==> config.mk <==
export PLATFORM = sky130hd
export DESIGN_NAME = debug_dump_tx
export DESIGN_NICKNAME = d
export VERILOG_FILES = /design/src/rtl/debug_dump_tx.sv
export SDC_FILE = /design/constraint.sdc
export NUM_CORES = 1
export LEC_CHECK = 0
export CAP_MARGIN = 20
export CELL_PAD_IN_SITES_DETAIL_PLACEMENT = 0
export CELL_PAD_IN_SITES_GLOBAL_PLACEMENT = 1
export CORE_UTILIZATION = 43
export CTS_CLUSTER_SIZE = 25
export DETAILED_ROUTE_END_ITERATION = 16
export PLACE_DENSITY_LB_ADDON = 0.05
export SYNTH_ARGS = -nofsm -noshare
export SYNTH_HDL_FRONTEND = slang
export SYNTH_SLANG_ARGS = --single-unit
==> constraint.sdc <==
create_clock -name clk -period 3.4 [get_ports clk]
set_clock_uncertainty 0.05 [all_clocks]
set_input_delay 0.34 -clock clk [delete_from_list [all_inputs] [get_ports clk]]
set_output_delay 0.34 -clock clk [all_outputs]
set_load 0.03 [all_outputs]
==> src/rtl/debug_dump_tx.sv <==
// debug_dump_tx
// Transmit side of the debug UART link. On a start request it walks
// num_words 32-bit debug words. For each word it drives word_sel to the
// latch/register mux, captures word_data one cycle later, and sends the word
// as four 8N1 UART bytes, least significant byte first.
//
// Ports:
//   clk        system clock
//   rst        synchronous active-high reset
//   start      single-cycle dump request (ignored unless idle)
//   num_words  number of words to dump, sampled with start
//   word_sel   index of the word currently requested from the mux
//   word_data  mux output, valid one cycle after word_sel changes
//   tx         UART serial output, idle high
//   busy       dump in progress
//   done       single-cycle pulse when the dump completes
//
// Optional build macro: DEBUG_DUMP_FRAMING_EN
//   When defined, each dump is wrapped as: 0xA5, num_words[7:0], data bytes,
//   then the XOR of all data bytes.
module debug_dump_tx #(
  parameter int CLKS_PER_BIT = 868,
  parameter int SEL_W        = 7
) (
  input  logic             clk,
  input  logic             rst,
  input  logic             start,
  input  logic [SEL_W:0]   num_words,
  output logic [SEL_W-1:0] word_sel,
  input  logic [31:0]      word_data,
  output logic             tx,
  output logic             busy,
  output logic             done
);

  localparam int CNT_W  = SEL_W + 1;
  localparam int BAUD_W = $clog2(CLKS_PER_BIT);
  localparam logic [BAUD_W-1:0] BAUD_LAST = BAUD_W'(CLKS_PER_BIT - 1);

  typedef enum logic [2:0] {
    S_IDLE, S_SELECT, S_CAPTURE, S_SEND, S_WAIT, S_FINISH
  } state_t;

  state_t r_state, w_state_next;

  logic [CNT_W-1:0] r_count;
  logic [SEL_W-1:0] r_word_sel;
  logic [31:0]      r_shift;
  logic [1:0]       r_byte_cnt;

  logic              r_ser_active;
  logic [3:0]        r_bit_idx;
  logic [BAUD_W-1:0] r_baud;
  logic [7:0]        r_ser_data;
  logic              r_tx;

  logic             w_ser_start;
  logic             w_byte_done;
  logic [CNT_W-1:0] w_sel_inc;
  logic             w_last_word;

`ifdef DEBUG_DUMP_FRAMING_EN
  localparam logic [1:0] PH_HDR  = 2'd0;
  localparam logic [1:0] PH_DATA = 2'd1;
  localparam logic [1:0] PH_TRL  = 2'd2;
  logic [1:0] r_phase;
  logic [7:0] r_xor;
  logic [7:0] w_len_byte;
  assign w_len_byte = 8'(num_words);
`endif

  assign word_sel    = r_word_sel;
  assign tx          = r_tx;
  // Terminal compare is done at SEL_W+1 bits so a full 2^SEL_W dump works.
  assign w_sel_inc   = {1'b0, r_word_sel} + CNT_W'(1);
  assign w_last_word = (w_sel_inc == r_count);
  // Last cycle of the stop bit.
  assign w_byte_done = r_ser_active && (r_bit_idx == 4'd9) && (r_baud == BAUD_LAST);

  always_ff @(posedge clk) begin
    if (rst) r_state <= S_IDLE;
    else     r_state <= w_state_next;
  end

  always_comb begin
    w_state_next = r_state;
    w_ser_start  = 1'b0;
    busy         = 1'b0;
    done         = 1'b0;
    case (r_state)
      S_IDLE: begin
        if (start) begin
`ifdef DEBUG_DUMP_FRAMING_EN
          w_state_next = S_SEND;
`else
          w_state_next = (num_words == '0) ? S_FINISH : S_SELECT;
`endif
        end
      end
      S_SELECT: begin
        busy         = 1'b1;
        w_state_next = S_CAPTURE;
      end
      S_CAPTURE: begin
        busy         = 1'b1;
        w_state_next = S_SEND;
      end
      S_SEND: begin
        busy         = 1'b1;
        w_ser_start  = 1'b1;
        w_state_next = S_WAIT;
      end
      S_WAIT: begin
        busy = 1'b1;
        if (w_byte_done) begin
          if (r_byte_cnt != 2'd3) begin
            w_state_next = S_SEND;
          end else begin
`ifdef DEBUG_DUMP_FRAMING_EN
            case (r_phase)
              PH_TRL:  w_state_next = S_FINISH;
              PH_HDR:  w_state_next = (r_count == '0) ? S_SEND : S_SELECT;
              default: w_state_next = w_last_word ? S_SEND : S_SELECT;
            endcase
`else
            w_state_next = w_last_word ? S_FINISH : S_SELECT;
`endif
          end
        end
      end
      S_FINISH: begin
        done         = 1'b1;
        w_state_next = S_IDLE;
      end
      default: w_state_next = S_IDLE;
    endcase
  end

  // Word datapath: count, word index, byte shift register.
  always_ff @(posedge clk) begin
    if (rst) begin
      r_count    <= '0;
      r_word_sel <= '0;
      r_shift    <= '0;
      r_byte_cnt <= '0;
`ifdef DEBUG_DUMP_FRAMING_EN
      r_phase    <= PH_HDR;
      r_xor      <= '0;
`endif
    end else begin
      case (r_state)
        S_IDLE: begin
          if (start) begin
            r_count    <= num_words;
            r_word_sel <= '0;
`ifdef DEBUG_DUMP_FRAMING_EN
            // Header and length share the shift register; starting the byte
            // counter at 2 makes them a two-byte "word".
            r_shift    <= {16'h0000, w_len_byte, 8'hA5};
            r_byte_cnt <= 2'd2;
            r_phase    <= PH_HDR;
            r_xor      <= '0;
`endif
          end
        end
        S_CAPTURE: begin
          r_shift    <= word_data;
          r_byte_cnt <= 2'd0;
`ifdef DEBUG_DUMP_FRAMING_EN
          r_phase    <= PH_DATA;
          r_xor      <= r_xor ^ word_data[7:0] ^ word_data[15:8]
                              ^ word_data[23:16] ^ word_data[31:24];
`endif
        end
        S_WAIT: begin
          if (w_byte_done) begin
            r_shift    <= r_shift >> 8;
            r_byte_cnt <= r_byte_cnt + 2'd1;
            if (r_byte_cnt == 2'd3) begin
`ifdef DEBUG_DUMP_FRAMING_EN
              // The trailer is a one-byte "word": counter preset to 3.
              if ((r_phase == PH_HDR && r_count == '0) ||
                  (r_phase == PH_DATA && w_last_word)) begin
                r_shift    <= {24'h000000, r_xor};
                r_byte_cnt <= 2'd3;
                r_phase    <= PH_TRL;
                r_word_sel <= '0;
              end else if (r_phase == PH_DATA) begin
                r_word_sel <= r_word_sel + SEL_W'(1);
              end
`else
              // Never wrap past the last index; park at 0 instead.
              if (w_last_word) r_word_sel <= '0;
              else             r_word_sel <= r_word_sel + SEL_W'(1);
`endif
            end
          end
        end
        S_FINISH: r_word_sel <= '0;
        default: ;
      endcase
    end
  end

  // Bit serialiser: start bit, 8 data bits LSB first, stop bit.
  // Ones are shifted in behind the data so the stop bit falls out naturally.
  always_ff @(posedge clk) begin
    if (rst) begin
      r_ser_active <= 1'b0;
      r_bit_idx    <= '0;
      r_baud       <= '0;
      r_ser_data   <= '0;
      r_tx         <= 1'b1;
    end else if (w_ser_start) begin
      r_ser_active <= 1'b1;
      r_bit_idx    <= '0;
      r_baud       <= '0;
      r_ser_data   <= r_shift[7:0];
      r_tx         <= 1'b0;
    end else if (r_ser_active) begin
      if (r_baud == BAUD_LAST) begin
        r_baud <= '0;
        if (r_bit_idx == 4'd9) begin
          r_ser_active <= 1'b0;
          r_tx         <= 1'b1;
        end else begin
          r_bit_idx  <= r_bit_idx + 4'd1;
          r_tx       <= r_ser_data[0];
          r_ser_data <= {1'b1, r_ser_data[7:1]};
        end
      end else begin
        r_baud <= r_baud + BAUD_W'(1);
      end
    end
  end

endmodule
==> results.toml, run 1 <==
[outcome]
status = "completed"

[cts]
root_buffer = "clkbuf_8"
clock_latency_ps = 350
htree_levels = 3
clock_tree.buffer_depth = 2
ctsResizeCount = 0
cts_tree = "yes"
clk_pin_slew_ps = 90
cts_sinks = 76
post_cts_buffers = 0
cts_buffers = 9
ctsHoldBuffers = 0

[floorplanning]
boundaryPins = 53
initial_utilization = 0.441
die_w_um = 93.6
die_h_um = 93.6
core_mm2 = 0.00818
dieArea_mm2 = 0.00876
rows = 33

[yosys]
syn_nets = 484
netlist_top_cells_area = "dfxtp_1, nand2_1, nor2_1, a311oi_1, mux2i_1"
yosysTopAreaCellShare = 0.422
synth_top_area_cell = "dfxtp_1"
ys_seq_area_frac = 0.422
yosys_warnings = 0
synth-main-ff-cell = "dfxtp_1"
synthArstFlopShare = 0
yosysUniqueCellTypes = 54
syn_avg_cell_area_um2 = 8.28
synth_edf_count = 0
syn_area_mm2 = 0.00361
ys_ff_latch = 76
netlist_instances = 436

[sta]
hold_slack_ps = 307
max_freq_ghz = 0.400
worst_pin_slew_ps = 956
tns_ps = 0
slew_viol_final = 0
min_period_ps = 2500
final_hold_viol_count = 0
worst_slew_margin_rel = 0.354
rsz0062_at_grt = "no"
fin_crit_sh = 0.735
setup_viol = 0

[worst_setup_path]
path_common_cell = "nor2b_1"
endpoint = "r_shift[15]$_SDFFE_PP0P_"
worstPathArrival_ps = 2710
cp-startpoint = "r_state[1]$_SDFFE_PP0P_"
required_ps = 3610
cp.buffers_inverters = 1
cp_slowest_cell = "nor2b_1"
endpoint_kind = "flop"
critical_path.top_delay_family = "simple AND/OR/NAND/NOR gates"
r2r_end = "r_shift[15]$_SDFFE_PP0P_"
worstRegToRegCells = 6
start_kind = "flop"
cpPeakStageDelay_ps = 580
crit_type = "flop to flop"
cp.depth = 6
cp_max_fo = 49
r2r-start = "r_state[1]$_SDFFE_PP0P_"
cp_cell_sequence = "nor2b_1 > nor2b_1 > a41o_1 > buf_4 > nor2_1 > a311oi_1"
rrSetupSlack_ps = 900

[routing]
wl_um = 7920
dr.pass1.iters = 4
drtIter0Drc = 105
wire_per_inst_um = 13.5
ant_nets = 0
via_count = 3137
via_per_inst = 5.35
drc = 0

[final_layout]
n_fill_cell = 808
insertedDiodeCount = 0
stdcell_count = 586
multi_input_area_mm2 = 0.00191
regArea_mm2 = 0.00152
area_growth_pct = 20.9
fin_util = 0.534
drive_gt1_frac = 0.0624
fin_nets = 524

[flow_run]
drv_cap = 0

[worst_hold_path]
worstHoldPathCells = 2
hold_class = "input port to flop"

[power]
combPwrFrac = 0.110
p_per_area_mw_per_mm2 = 452
pwr-share-seq = 0.488
intPower_mw = 1.48
p_sw_uw = 496
p_leak_nw = 1.56
ir_drop_mv = 0.225
pwr-share-clk = 0.403
switching_share = 0.251
total_power_mw = 1.97

[global_routing]
grt_usage = 0.195
grt_pass1_vias = 2922
grt_max_degree = 54
grt_antenna_before_repair = 0
overflow = 0
grt_pass1_wl_um = 13500

[place]
hpwl_um = 5490
place_congestion = 0.741
placed_cells = 570
io_buffers = 52
==> worst min-delay path by stage <==
stage	start	slack [ps]	end
detailed placement	r_byte_cnt[1]$_SDFFE_PP0P_	400	r_byte_cnt[1]$_SDFFE_PP0P_
floorplan	r_byte_cnt[1]$_SDFFE_PP0P_	390	r_byte_cnt[1]$_SDFFE_PP0P_
CTS	rst	300	r_count[4]$_SDFFE_PP0P_
global route	rst	290	r_count[4]$_SDFFE_PP0P_
global placement	r_byte_cnt[1]$_SDFFE_PP0P_	390	r_byte_cnt[1]$_SDFFE_PP0P_
finish	rst	310	r_count[4]$_SDFFE_PP0P_
==> cell families (layout without fill, tap and decap cells) <==
group | count (synthesis) | after routing | share of synthesized area
AOI/OAI and AO/OA | 84 | 84 | 0.179
adders and majority gates | 5 | 5 | 0.0173
xor gates and xnor gates | 18 | 18 | 0.0437
DFF | 76 | 76 | 0.422
buffers and inverters | 31 | 76 | 0.0482
muxes | 8 | 8 | 0.0222
and+or+nand+nor | 214 | 214 | 0.268
==> final cells by class <==
class,instances,area share
clock buffers,10,0.0316
clock inverters,6,0.0215
inverters,3,0.00258
multi-input cells,329,0.439
flip-flops and latches,76,0.349
well taps,105,0.0301
repair buffers,57,0.127
==> synthesized netlist by cell type, types with 2 or more instances <==
cell and number:
nand2_1 84, dfxtp_1 76, nor2_1 74, a311oi_1 24
a21oi_1 15, clkbuf_1 15, a211oi_1 10, nand3_1 10
xnor2_1 9, xor2_1 9, a22oi_1 8, a31oi_1 8
mux2i_1 8, buf_2 7, nand4_1 6, and3_1 5
ha_1 5, nor3_1 5, o21ai_0 4, a41oi_1 3
clkbuf_8 3, inv_1 3, nand2b_1 3, nand3b_1 3
nor2b_1 3, nor3b_1 3, nor4_1 3, and2_1 2
buf_6 2, nand4b_1 2
==> flip-flops by register name, indices dropped and copies added (netlist names) <==
signal and count:
r_shift 32, r_baud 10, r_count 8, r_ser_data 8, word_sel 7, r_bit_idx 4
r_state 3, r_byte_cnt 2, r_ser_active 1, tx 1
==> per-layer routing <==
layer,track usage,vias up,share of wire
li1,-,1628,-
met1,0.244,1455,0.48
met2,0.332,50,0.47
met3,0.0545,4,0.038
met4,0.0462,0,0.0064
met5,0,-,0
==> power by group through the flow <==
stage / Clock (mW) / Combinational [mW] / Sequential (mW)
finish: 0.794 / 0.216 / 0.962
global route: 0.858 / 0.243 / 0.968
CTS: 0.818 / 0.218 / 0.962
detailed placement: 0 / 0.218 / 0.982
global placement: 0 / 0.215 / 0.982
floorplan: 0 / 0.151 / 0.970
==> per-stage QoR <==
step | setup slack (ps) | cell area (um2)
after floorplan | 1200 | 3610
after global placement | 989 | 4130
after detailed placement | 951 | 4130
after CTS | 915 | 4360
after global routing | 610 | 4360
final | 900 | 4360
==> layout by cell type (no fill, tap or decap), types with 9 or more instances in the layout <==
| cell type | Yosys | layout |
|---|---|---|
| nand3_1 | 10 | 10 |
| clkdlybuf4s50_1 | 0 | 51 |
| clkbuf_8 | 3 | 10 |
| xnor2_1 | 9 | 9 |
| nand2_1 | 84 | 84 |
| a311oi_1 | 24 | 24 |
| xor2_1 | 9 | 9 |
| a211oi_1 | 10 | 10 |
| a21oi_1 | 15 | 15 |
| nor2_1 | 74 | 74 |
| dfxtp_1 | 76 | 76 |
Power figures use the tool's default switching activity.
==> run 2: changes to the inputs <==
--- a/config.mk
+++ b/config.mk
@@ -8,7 +8,7 @@
 export CAP_MARGIN = 20
 export CELL_PAD_IN_SITES_DETAIL_PLACEMENT = 0
 export CELL_PAD_IN_SITES_GLOBAL_PLACEMENT = 1
-export CORE_UTILIZATION = 43
+export CORE_UTILIZATION = 36
 export CTS_CLUSTER_SIZE = 25
 export DETAILED_ROUTE_END_ITERATION = 16
 export PLACE_DENSITY_LB_ADDON = 0.05
==> constraint.sdc (replaced) <==
create_clock -name clk -period 2.2 [get_ports clk]
set_clock_uncertainty 0.05 [all_clocks]
set_input_delay 0.22 -clock clk [delete_from_list [all_inputs] [get_ports clk]]
set_output_delay 0.22 -clock clk [all_outputs]
set_load 0.03 [all_outputs]
==> results.toml, run 2 (synthesized netlist as in run 1, its figures left out) <==
[outcome]
status = "completed"

[global_routing]
overflow = 0
grt_pass1_wl_um = 14600
grt_max_degree = 50
grt_usage = 0.179
grt_pass1_vias = 3095
grt_antenna_before_repair = 0

[sta]
rsz0062_at_grt = "no"
worst_slew_margin_rel = 0.692
fin_crit_sh = 0.949
slew_viol_final = 0
worst_pin_slew_ps = 463
setup_viol = 0
max_freq_ghz = 0.479
tns_ps = 0
final_hold_viol_count = 0
min_period_ps = 2090

[routing]
wire_per_inst_um = 13.8
drc = 0
wl_um = 8680
dr.pass1.iters = 4
via_count = 3208
ant_nets = 0
via_per_inst = 5.10
drtIter0Drc = 85

[power]
p_leak_nw = 1.63
p_per_area_mw_per_mm2 = 672
total_power_mw = 3.03
ir_drop_mv = 0.228

[cts]
clk_pin_slew_ps = 90
clock_tree.buffer_depth = 2
ctsHoldBuffers = 0
htree_levels = 3
cts_buffers = 9
clock_latency_ps = 350
root_buffer = "clkbuf_8"
cts_sinks = 76
cts_tree = "yes"

[place]
placed_cells = 612
io_buffers = 52
hpwl_um = 5980
place_congestion = 0.749

[final_layout]
largest_register = "r_shift"
stdcell_count = 629
largest_reg_flops = 32
area_growth_pct = 25.1
insertedDiodeCount = 0
final_cell_mix = "nand2_1, nor2_1, dfxtp_1"
fin_util = 0.464
final_common_cell = "nand2_1"
regArea_mm2 = 0.00152
biggestRegsByFlops = "r_shift x32, r_baud x10"
drive_gt1_frac = 0.0968
fin_nets = 539
multi_input_area_mm2 = 0.00193
n_fill_cell = 1044

[worst_hold_path]
hold_class = "input port to flop"

[worst_setup_path]
cp_max_fo = 9
endpoint_kind = "flop"
worstPathArrival_ps = 2270
start_kind = "flop"
crit_type = "flop to flop"
required_ps = 2390

[floorplanning]
die_h_um = 102
rows = 36
core_mm2 = 0.00973
initial_utilization = 0.371
die_w_um = 102
boundaryPins = 53
dieArea_mm2 = 0.0104

[flow_run]
drv_cap = 0
-- run 2: final timing paths --
check | from | end | slack (ps) | cells past startpoint
worst min register to register | r_byte_cnt[1]$_SDFFE_PP0P_ | r_byte_cnt[1]$_SDFFE_PP0P_ | 410 | 2
worst min-delay path | rst | r_count[2]$_SDFFE_PP0P_ | 260 | 2
worst max register to register | word_sel[2]$_SDFFE_PP0P_ | word_sel[2]$_SDFFE_PP0P_ | 110 | 6
worst max-delay path | word_sel[2]$_SDFFE_PP0P_ | word_sel[2]$_SDFFE_PP0P_ | 110 | 6
-- run 2: critical path, stage by stage (launching register included) --
cell	delay, ps
dfxtp_1	480
and4_4	280
and2_4	150
nand4_1	140
a2111o_2	590
o2bb2ai_2	150
o2bb2ai_1	140
-- run 2: power breakdown --
| group | switching (mW) | leakage (nW) | internal [mW] | total (mW) |
|---|---|---|---|---|
| Sequential | 0.0435 | 0.617 | 1.44 | 1.48 |
| Combinational | 0.187 | 0.906 | 0.181 | 0.368 |
| Clock | 0.546 | 0.109 | 0.635 | 1.18 |
| Total | 0.776 | 1.63 | 2.25 | 3.03 |
-- run 2: area by class of cell --
type,count,area share
multi-input combinational,330,0.427
clock buffer,9,0.0274
tap,133,0.0369
inverter,3,0.00250
sequential,76,0.338
timing repair buffer,71,0.148
clock inverter,7,0.0202
-- run 2: metal layers --
layer | part of all wire | up-vias | wire, um | global-route usage
met1 | 0.49 | 1476 | 4230 | 0.231
met5 | 0 | - | 0 | 0
met4 | 0.015 | 0 | 126 | 0.0692
li1 | - | 1664 | - | -
met2 | 0.46 | 58 | 4020 | 0.296
met3 | 0.035 | 10 | 306 | 0.0335
-- run 2: stage by stage --
step | area [um2] | setup slack, ps | hold WS [ps]
after floorplan | 3610 | 46.8 | 306
after global placement | 4280 | 127 | 394
after detailed placement | 4280 | 99.5 | 403
after CTS | 4500 | 80.5 | 241
after global routing | 4510 | 10.3 | 294
final | 4510 | 113 | 256
-- run 2: what timing repair did --
action,4_1_cts,5_1_grt
setup buffers,0,0
gates cloned,0,1
setup endpoints to repair,1,12
gates resized for setup,1,4
==> run 3: changes to the inputs <==
--- a/config.mk
+++ b/config.mk
@@ -6,7 +6,7 @@
 export NUM_CORES = 1
 export LEC_CHECK = 0
 export CAP_MARGIN = 20
-export CELL_PAD_IN_SITES_DETAIL_PLACEMENT = 0
+export CELL_PAD_IN_SITES_DETAIL_PLACEMENT = 1
 export CELL_PAD_IN_SITES_GLOBAL_PLACEMENT = 1
 export CORE_UTILIZATION = 36
 export CTS_CLUSTER_SIZE = 25
==> results.toml, run 3 (synthesized netlist as in run 1, its figures left out) <==
[outcome]
status = "completed"

[cts]
clk_pin_slew_ps = 90
ctsHoldBuffers = 0
clock_latency_ps = 350
cts_buffers = 9
cts_sinks = 76
clock_tree.buffer_depth = 2
cts_tree = "yes"
root_buffer = "clkbuf_8"
htree_levels = 3

[place]
place_congestion = 0.749
placed_cells = 612
io_buffers = 52
hpwl_um = 6530
place_ws_ps = 75.9

[final_layout]
largest_register = "r_shift"
biggestRegsByFlops = "r_shift x32, r_baud x10"
insertedDiodeCount = 0
final_common_cell = "nand2_1"
drive_gt1_frac = 0.0988
area_growth_pct = 25.0
largest_reg_flops = 32
fin_nets = 539
final_cell_mix = "nand2_1, nor2_1, dfxtp_1"
stdcell_count = 629

[sta]
hold_slack_ps = 263
final_hold_viol_count = 0
setup_viol = 0
max_freq_ghz = 0.469
fin_crit_sh = 0.968
setup_slack_ps = 70.1
min_period_ps = 2130
worst_pin_slew_ps = 461
slew_viol_final = 0
worst_slew_margin_rel = 0.693

[worst_setup_path]
r2r_end = "word_sel[2]$_SDFFE_PP0P_"
cp-startpoint = "word_sel[0]$_SDFFE_PP0P_"
cp_slowest_cell = "a2111o_2"
start_kind = "flop"
worstPathArrival_ps = 2320
worstRegToRegCells = 7
cp_max_fo = 7
cp.buffers_inverters = 0
rrSetupSlack_ps = 70
crit_type = "flop to flop"
cpPeakStageDelay_ps = 540
r2r-start = "word_sel[0]$_SDFFE_PP0P_"
required_ps = 2390
cp_cell_sequence = "ha_2 > and3_2 > and3_1 > xnor2_1 > a2111o_2 > o2bb2ai_2 > o2bb2ai_1"
critical_path.top_delay_family = "compound AO/OA/AOI/OAI gates"
endpoint_kind = "flop"

[global_routing]
grt_usage = 0.188
grt_pass1_wl_um = 15500
overflow = 0
grt_pass1_vias = 3269
grt_antenna_before_repair = 0
grt_max_degree = 50

[power]
pwr-share-clk = 0.375
p_leak_nw = 1.62
p_per_area_mw_per_mm2 = 660
total_power_mw = 2.98
combPwrFrac = 0.126
ir_drop_mv = 0.320
intPower_mw = 2.18
pwr-share-seq = 0.499
switching_share = 0.266
p_sw_uw = 791

[worst_hold_path]
min_from = "rst"
worstHoldPathCells = 2
whs_endpoint = "r_count[5]$_SDFFE_PP0P_"
hold_class = "input port to flop"

[routing]
wl_um = 9370
dr.pass1.iters = 4
drc = 0
wire_per_inst_um = 14.9
drtIter0Drc = 91
via_per_inst = 5.23
ant_nets = 0
via_count = 3290

[floorplanning]
boundaryPins = 53
die_h_um = 102
core_mm2 = 0.00973
rows = 36
initial_utilization = 0.371
die_w_um = 102
dieArea_mm2 = 0.0104

[flow_run]
drv_cap = 0
## run 3: worst reg2reg max path, stage by stage, from the launching register on
cell and delay [ps]:
dfxtp_2 330, ha_2 210, and3_2 230, and3_1 210, xnor2_1 150, a2111o_2 540
o2bb2ai_2 150, o2bb2ai_1 140
## run 3: cell type report
cell class	instances	area (um2)
inverters	3	11.3
clock buffers	10	138
multi-input cells	330	1930
repair buffers	71	669
clock inverters	6	71.3
well taps	133	166
flip-flops and latches	76	1520
fillers	1201	5220
## run 3: what timing repair did
action | 4_1_cts | 5_1_grt
buffers inserted | 0 | 0
pin swaps | 0 | 2
resized for setup | 1 | 4
cloned | 0 | 1
endpoints found under the setup margin | 1 | 19
endpoints found under the hold margin | 0 | 0
## run 3: worst max-delay path by stage
| stage | to | depth (start not counted) |
|---|---|---|
| 2_1_floorplan | word_sel[2]$_SDFFE_PP0P_ | 8 |
| 3_3_place_gp | word_sel[5]$_SDFFE_PP0P_ | 7 |
| 3_5_place_dp | word_sel[2]$_SDFFE_PP0P_ | 7 |
| 4_1_cts | word_sel[2]$_SDFFE_PP0P_ | 7 |
| 5_1_grt | word_sel[2]$_SDFFE_PP0P_ | 7 |
| 6_report | word_sel[2]$_SDFFE_PP0P_ | 7 |
## run 3: power groups by stage
stage	clock network [mW]	logic, mW	registers (mW)
after detailed placement	0	0.376	1.52
final	1.12	0.375	1.48
after global routing	1.23	0.418	1.49
after CTS	1.16	0.375	1.48
after floorplan	0	0.233	1.50
after global placement	0	0.368	1.51
## run 3: per-stage QoR
step	util	setup TNS [ps]	cell area, um2
after detailed placement	0.440	0	4280
after floorplan	-	0	3610
after global placement	0.440	0	4280
after global routing	0.463	-6.99	4510
after CTS	0.462	0	4490
final	0.463	0	4510
## run 3: per-layer routing
metal  up-vias  global-route usage  wire (um)
met4         0              0.0571         88
met2        56               0.321       4540
met5         -                   0          0
met3         8              0.0424        313
met1      1565               0.235       4430
li1       1661                   -          -
